$ cat config.mk
export PLATFORM = sky130hd
export DESIGN_NAME = seq_divider
export DESIGN_NICKNAME = d
export VERILOG_FILES = /design/src/rtl/div_pkg.sv /design/src/rtl/div_step.sv /design/src/rtl/seq_divider.sv
export SDC_FILE = /design/constraint.sdc
export NUM_CORES = 1
export LEC_CHECK = 0
export BUFFER_PORTS_ARGS = -buffer_cell sky130_fd_sc_hd__buf_4
export CAP_MARGIN = 10
export CORE_MARGIN = 2
export CORE_UTILIZATION = 60
export CTS_BUF_LIST = sky130_fd_sc_hd__clkbuf_16
export DETAILED_ROUTE_END_ITERATION = 6
export PLACE_DENSITY_LB_ADDON = 0.05
export RECOVER_POWER = 50
export SYNTH_ARGS = -nofsm -noshare
export SYNTH_HDL_FRONTEND = slang
export SYNTH_SLANG_ARGS = --single-unit
$ cat constraint.sdc
create_clock -name clk -period 30 [get_ports clk]
set_clock_uncertainty 0.15 [all_clocks]
set_input_delay 3 -clock clk [delete_from_list [all_inputs] [get_ports clk]]
set_output_delay 3 -clock clk [all_outputs]
set_load 0.01 [all_outputs]
$ cat src/rtl/div_pkg.sv
// Shared types and helpers for the multi-cycle restoring divider.
package div_pkg;

  localparam int unsigned DIV_WIDTH = 64;
  // Helpers work on a wide container; callers sign-extend in and truncate out.
  localparam int unsigned DIV_MAX_W = 128;

  typedef enum logic [1:0] {IDLE, RUN, FIX, DONE} div_state_t;

  typedef logic [DIV_MAX_W-1:0] div_wide_t;

  function automatic div_wide_t neg2c(input div_wide_t value);
    return ~value + div_wide_t'(1);
  endfunction

  function automatic div_wide_t abs_val(input div_wide_t value, input logic is_signed);
    return (is_signed && value[DIV_MAX_W-1]) ? neg2c(value) : value;
  endfunction

endpackage

$ cat src/rtl/div_step.sv
// One restoring-division iteration: shift in the next dividend bit, trial subtract, keep or restore.
module div_step #(
  parameter int unsigned WIDTH = 64
) (
  input  logic [WIDTH-1:0] rem,
  input  logic             q_msb,
  input  logic [WIDTH-1:0] divisor_mag,
  output logic [WIDTH-1:0] new_rem,
  output logic             q_bit
);

  logic [WIDTH:0]   shifted;
  logic [WIDTH-1:0] diff;

  // The sign of the WIDTH+1-bit trial is the compare; on success the difference fits in WIDTH bits.
  always_comb begin
    shifted = {rem, q_msb};
    q_bit   = (shifted >= {1'b0, divisor_mag});
    diff    = shifted[WIDTH-1:0] - divisor_mag;
    new_rem = q_bit ? diff : shifted[WIDTH-1:0];
  end

endmodule

$ cat src/rtl/seq_divider.sv
// Multi-cycle signed/unsigned restoring divider with start/busy/done handshake.
module seq_divider
  import div_pkg::*;
#(
  parameter int unsigned WIDTH = DIV_WIDTH,
  parameter int unsigned CNT_W = $clog2(WIDTH + 1)
) (
  input  logic             clk,
  input  logic             reset,
  input  logic             start,
  input  logic             is_signed,
  input  logic [WIDTH-1:0] dividend,
  input  logic [WIDTH-1:0] divisor,
  output logic             busy,
  output logic             done,
  output logic [WIDTH-1:0] quotient,
  output logic [WIDTH-1:0] remainder,
  output logic             div_by_zero
);

  div_state_t       state, state_next;
  logic [CNT_W-1:0] cnt, cnt_next;
  logic [WIDTH-1:0] rem, rem_next;
  logic [WIDTH-1:0] q, q_next;
  logic [WIDTH-1:0] dvsr, dvsr_next;
  logic             sign_q, sign_q_next;
  logic             sign_r, sign_r_next;
  logic [WIDTH-1:0] quotient_next, remainder_next;
  logic             div_by_zero_next, busy_next, done_next;
  logic [WIDTH-1:0] step_rem;
  logic             step_bit;

  div_step #(.WIDTH(WIDTH)) u_step (
    .rem         (rem),
    .q_msb       (q[WIDTH-1]),
    .divisor_mag (dvsr),
    .new_rem     (step_rem),
    .q_bit       (step_bit)
  );

  always_ff @(posedge clk or posedge reset) begin
    if (reset) begin
      state       <= IDLE;
      cnt         <= '0;
      rem         <= '0;
      q           <= '0;
      dvsr        <= '0;
      sign_q      <= 1'b0;
      sign_r      <= 1'b0;
      busy        <= 1'b0;
      done        <= 1'b0;
      quotient    <= '0;
      remainder   <= '0;
      div_by_zero <= 1'b0;
    end else begin
      state       <= state_next;
      cnt         <= cnt_next;
      rem         <= rem_next;
      q           <= q_next;
      dvsr        <= dvsr_next;
      sign_q      <= sign_q_next;
      sign_r      <= sign_r_next;
      busy        <= busy_next;
      done        <= done_next;
      quotient    <= quotient_next;
      remainder   <= remainder_next;
      div_by_zero <= div_by_zero_next;
    end
  end

  always_comb begin
    state_next       = state;
    cnt_next         = cnt;
    rem_next         = rem;
    q_next           = q;
    dvsr_next        = dvsr;
    sign_q_next      = sign_q;
    sign_r_next      = sign_r;
    quotient_next    = quotient;
    remainder_next   = remainder;
    div_by_zero_next = div_by_zero;

    case (state)
      IDLE: begin
        if (start) begin
          if (divisor == '0) begin
            quotient_next    = '0;
            remainder_next   = dividend;
            div_by_zero_next = 1'b1;
            state_next       = DONE;
          end else begin
            // The quotient register starts out holding the dividend magnitude and is shifted out MSB-first.
            q_next      = WIDTH'(abs_val(DIV_MAX_W'($signed(dividend)), is_signed));
            dvsr_next   = WIDTH'(abs_val(DIV_MAX_W'($signed(divisor)), is_signed));
            sign_q_next = is_signed & (dividend[WIDTH-1] ^ divisor[WIDTH-1]);
            sign_r_next = is_signed & dividend[WIDTH-1];
            rem_next    = '0;
            cnt_next    = CNT_W'(WIDTH);
            state_next  = RUN;
          end
        end
      end
      RUN: begin
        rem_next = step_rem;
        q_next   = {q[WIDTH-2:0], step_bit};
        cnt_next = cnt - CNT_W'(1);
        if (cnt == CNT_W'(1)) state_next = FIX;
      end
      FIX: begin
        quotient_next    = sign_q ? WIDTH'(neg2c(DIV_MAX_W'(q))) : q;
        remainder_next   = sign_r ? WIDTH'(neg2c(DIV_MAX_W'(rem))) : rem;
        div_by_zero_next = 1'b0;
        state_next       = DONE;
      end
      DONE: state_next = IDLE;
      default: state_next = IDLE;
    endcase

    busy_next = (state_next == RUN) || (state_next == FIX);
    done_next = (state_next == DONE);
  end

endmodule

==> flow_summary.ini <==
[run_status]
status = finished with violations
violations = max-capacitance violations, max-slew violations

[die]
start_util = 0.6070
std_cell_rows = 71
fp.dieH_um = 199.0
dieArea_mm2 = 0.03959
io_pins = 263
core_region_area_mm2 = 0.03758
dieWidth_um = 199.0

[placement]
place_ws_ns = 22.47
dp.cells = 3354
globalplace.congestion = 0.9671
dp_hpwl_um = 50060
io_buffers = 262

[power_and_ir_drop]
swShare = 0.4800
vdd_drop_max_uv = 72.68
pwr-share-clk = 0.149
switching_power_w = 0.001547
combPwrFrac = 0.570
p_seq_frac = 0.282
total_power_w = 0.003223
powerDensity_mw_per_mm2 = 125.2
leakage_nw = 10.49
p_int_w = 0.001676

[critical_path]
endpoint_kind = asynchronous set/reset pin
cp_data_arrival_time_ns = 12.00
ff2ff_path_depth = 14
crit_top_cell = clkbuf_1
r2r_start = q[63]$_DFFE_PP0P_
crit_family = buffers and inverters
critPathMaxFanout = 129
ff2ff_setup_slack_ns = 25.54
slowest_delay_ns = 3.12
critical_path_class = primary input to asynchronous set/reset pin
rr_endpoint = rem[60]$_DFFE_PP0P_
start_kind = primary input
worst-path-buf-inv = 4
crit_required_ns = 29.65
cpMaxStageDelayCell = clkinvlp_2
path_cells = clkbuf_4 -> clkinvlp_2 -> clkbuf_1 -> clkbuf_1

[sta]
worst_pin_slew_ns = 5.632
max_freq_mhz = 80.97
fin_ws_ns = 17.65
setup_viol = 0
hold_violations = 0
fin_setup_tns_ns = 0
slew_headroom = -2.776
finalMaxSlewViolations = 341
grt_setup_unrepaired = false
finalCritPeriodShare = 0.4117
fin_crit_ns = 12.35

[logic_synthesis]
synth_compound_area_frac = 0.2347
seq_area_frac_synth = 0.3664
synthDominantCellAreaShare = 0.3664
muxShareOfSynthArea = 0.03165
synth-simple-area-share = 0.1642
synthFlopType = dfrtp_1
synth_top_family_by_area = compound AO/OA/AOI/OAI gates
synthCells = 2729
yosys_warnings = 0
synth.area.top_cells = dfrtp_1 (37%), o21ai_0 (8.1%), nand2_1 (6.7%), xnor2_1 (6.2%), xor2_1 (5.6%)
synth_edf_count = 0
netlist_area_mm2 = 0.02281
synthArstFlopShare = 1.000
syn_area_per_cell_um2 = 8.358
synth_xor_area_frac = 0.1179
ys_ff_latch = 334
syn_nets = 2933
yosysTopAreaCell = dfrtp_1
synth_cell_types = 71
synthAdderAreaFrac = 0.03982

[detailed_routing]
drt_iter0_drc = 1873
dr.pass1.iters = 5
num_vias = 21255
ant_nets = 0
vias_per_cell = 6.211
drc = 0
routed_wl_um = 67100
wl_per_cell_um = 19.61

[run]
drv_cap = 4

[clock_tree]
numCtsBuffers = 38
cts_resized = 0
worstSkewPairLatency_ns = 0.56
root_buffer = clkbuf_16
clock-sinks = 334
clkTransAtPathRegs_ns = 0.06
h-tree-depth = 2
cts_max_path_buffers = 3
post-cts-setup-buffers = 0
cts_tree = built
hold_buffers = 0

[layout]
area_delta_synth_final_pct = 12.83
final_nets = 3087
layout-drive-gt1-share = 0.07935
fillers = 3163
area.sequential_mm2 = 0.008358
finalNonFillerCells = 3422
diodes = 0
multi_input_area_mm2 = 0.01346

[global_route]
grt_pass1_wl_um = 105800
overflow = 0
grt_pass1_vias = 19848
grt_max_degree = 130
antenna_found_initial = 0
track_usage = 0.3370

[hold_path]
holdPathEnd = quotient[52]$_DFFE_PP0P_
min_path_cells = 2
holdCritStartpoint = quotient[52]$_DFFE_PP0P_
hold_class = register to register
## routing by layer
metal | wire, um | GRT usage | vias up | share of wire
li1 | - | - | 10103 | -
met1 | 29390 | 0.4706 | 10121 | 0.44
met2 | 29990 | 0.5322 | 885 | 0.45
met3 | 5342 | 0.04730 | 146 | 0.080
met4 | 2373 | 0.1299 | 0 | 0.035
met5 | 0 | 0 | - | 0
## per-stage QoR
stage | hold WS (ns) | util | cell area (um2)
2_1_floorplan | 0.2998 | - | 22810
3_3_place_gp | 0.3044 | 0.6647 | 24980
3_5_place_dp | 0.3212 | 0.6647 | 24980
4_1_cts | 0.3340 | 0.6986 | 26250
5_1_grt | 0.3603 | 0.6849 | 25740
6_report | 0.3274 | 0.6849 | 25740
## layout by cell type (no fill, tap or decap), types with 13 or more instances in the layout
cell type and count:
nand2_1 405, a32oi_1 19, mux2i_1 71, nand3_1 19
or4_1 32, a21oi_1 144, nand4_1 31, dfrtp_1 334
a22oi_1 61, a22o_1 27, o41ai_1 36, inv_1 111
nor4_1 19, xnor2_1 161, xor2_1 146, or3_1 34
o21ai_0 367, nor3_1 43, o22ai_1 49, ha_1 71
clkbuf_16 41, a21o_1 22, buf_4 145, nand2b_1 13
nor2b_1 15, nor2_1 119, o31ai_1 59, clkbuf_1 136
## power groups by stage
| stage | clock network [W] | logic, W | registers [W] |
|---|---|---|---|
| floorplan | 0 | 0.00132 | 0.000869 |
| global placement | 0 | 0.00183 | 0.000895 |
| detailed placement | 0 | 0.00187 | 0.000907 |
| CTS | 0.000483 | 0.00188 | 0.000901 |
| global route | 0.000501 | 0.00204 | 0.000934 |
| finish | 0.000480 | 0.00184 | 0.000908 |
## final cells by class
cell class,instances,share of cell area
clock inverters,27,0.009626
multi-input cells,2122,0.5231
repair buffers,282,0.06242
well taps,511,0.02484
inverters,105,0.01536
clock buffers,41,0.03987
flip-flops and latches,334,0.3248
## registers in the layout (all words and copies together), names as in the netlist, 2 cells and up
| signal | flops |
|---|---|
| q | 64 |
| quotient | 64 |
| rem | 64 |
| state | 2 |
| dvsr | 64 |
| cnt | 7 |
| remainder | 64 |
## cells in the mapped netlist, types with 34 or more instances
| cell type | n |
|---|---|
| nand2_1 | 406 |
| ha_1 | 71 |
| o41ai_1 | 36 |
| nor2_1 | 119 |
| dfrtp_1 | 334 |
| mux2i_1 | 71 |
| clkbuf_1 | 146 |
| a21oi_1 | 144 |
| o22ai_1 | 49 |
| o31ai_1 | 59 |
| inv_1 | 105 |
| o21ai_0 | 367 |
| xor2_1 | 146 |
| nor3_1 | 43 |
| or3_1 | 34 |
| xnor2_1 | 161 |
| a22oi_1 | 61 |
## logic make-up (layout without fill, tap and decap cells)
group / Yosys count / after routing
AO/OA/AOI/OAI: 872 / 872
AND/OR/NAND/NOR: 799 / 799
flip-flops: 334 / 334
XOR/XNOR: 307 / 307
buffers and inverters: 273 / 455
adder cells (fa/ha/maj): 72 / 72
multiplexers: 72 / 72
## tightest hold or removal path: stages (launching register included)
cell and delay, ns:
dfrtp_1 0.34, nand2_1 0.04, o21ai_0 0.06
## worst max-delay path by stage
| stage | from | to | slack, ns | cells after the start |
|---|---|---|---|---|
| detailed placement | divisor[55] | quotient[41]$_DFFE_PP0P_ | 22.47 | 12 |
| floorplan | reset | busy$_DFF_PP0_ | 17.60 | 1 |
| CTS | divisor[55] | quotient[46]$_DFFE_PP0P_ | 23.04 | 12 |
| global route | reset | remainder[30]$_DFFE_PP0P_ | 15.48 | 4 |
| finish | reset | remainder[30]$_DFFE_PP0P_ | 17.65 | 4 |
| global placement | divisor[55] | quotient[53]$_DFFE_PP0P_ | 22.60 | 12 |
Power figures use the tool's default switching activity.
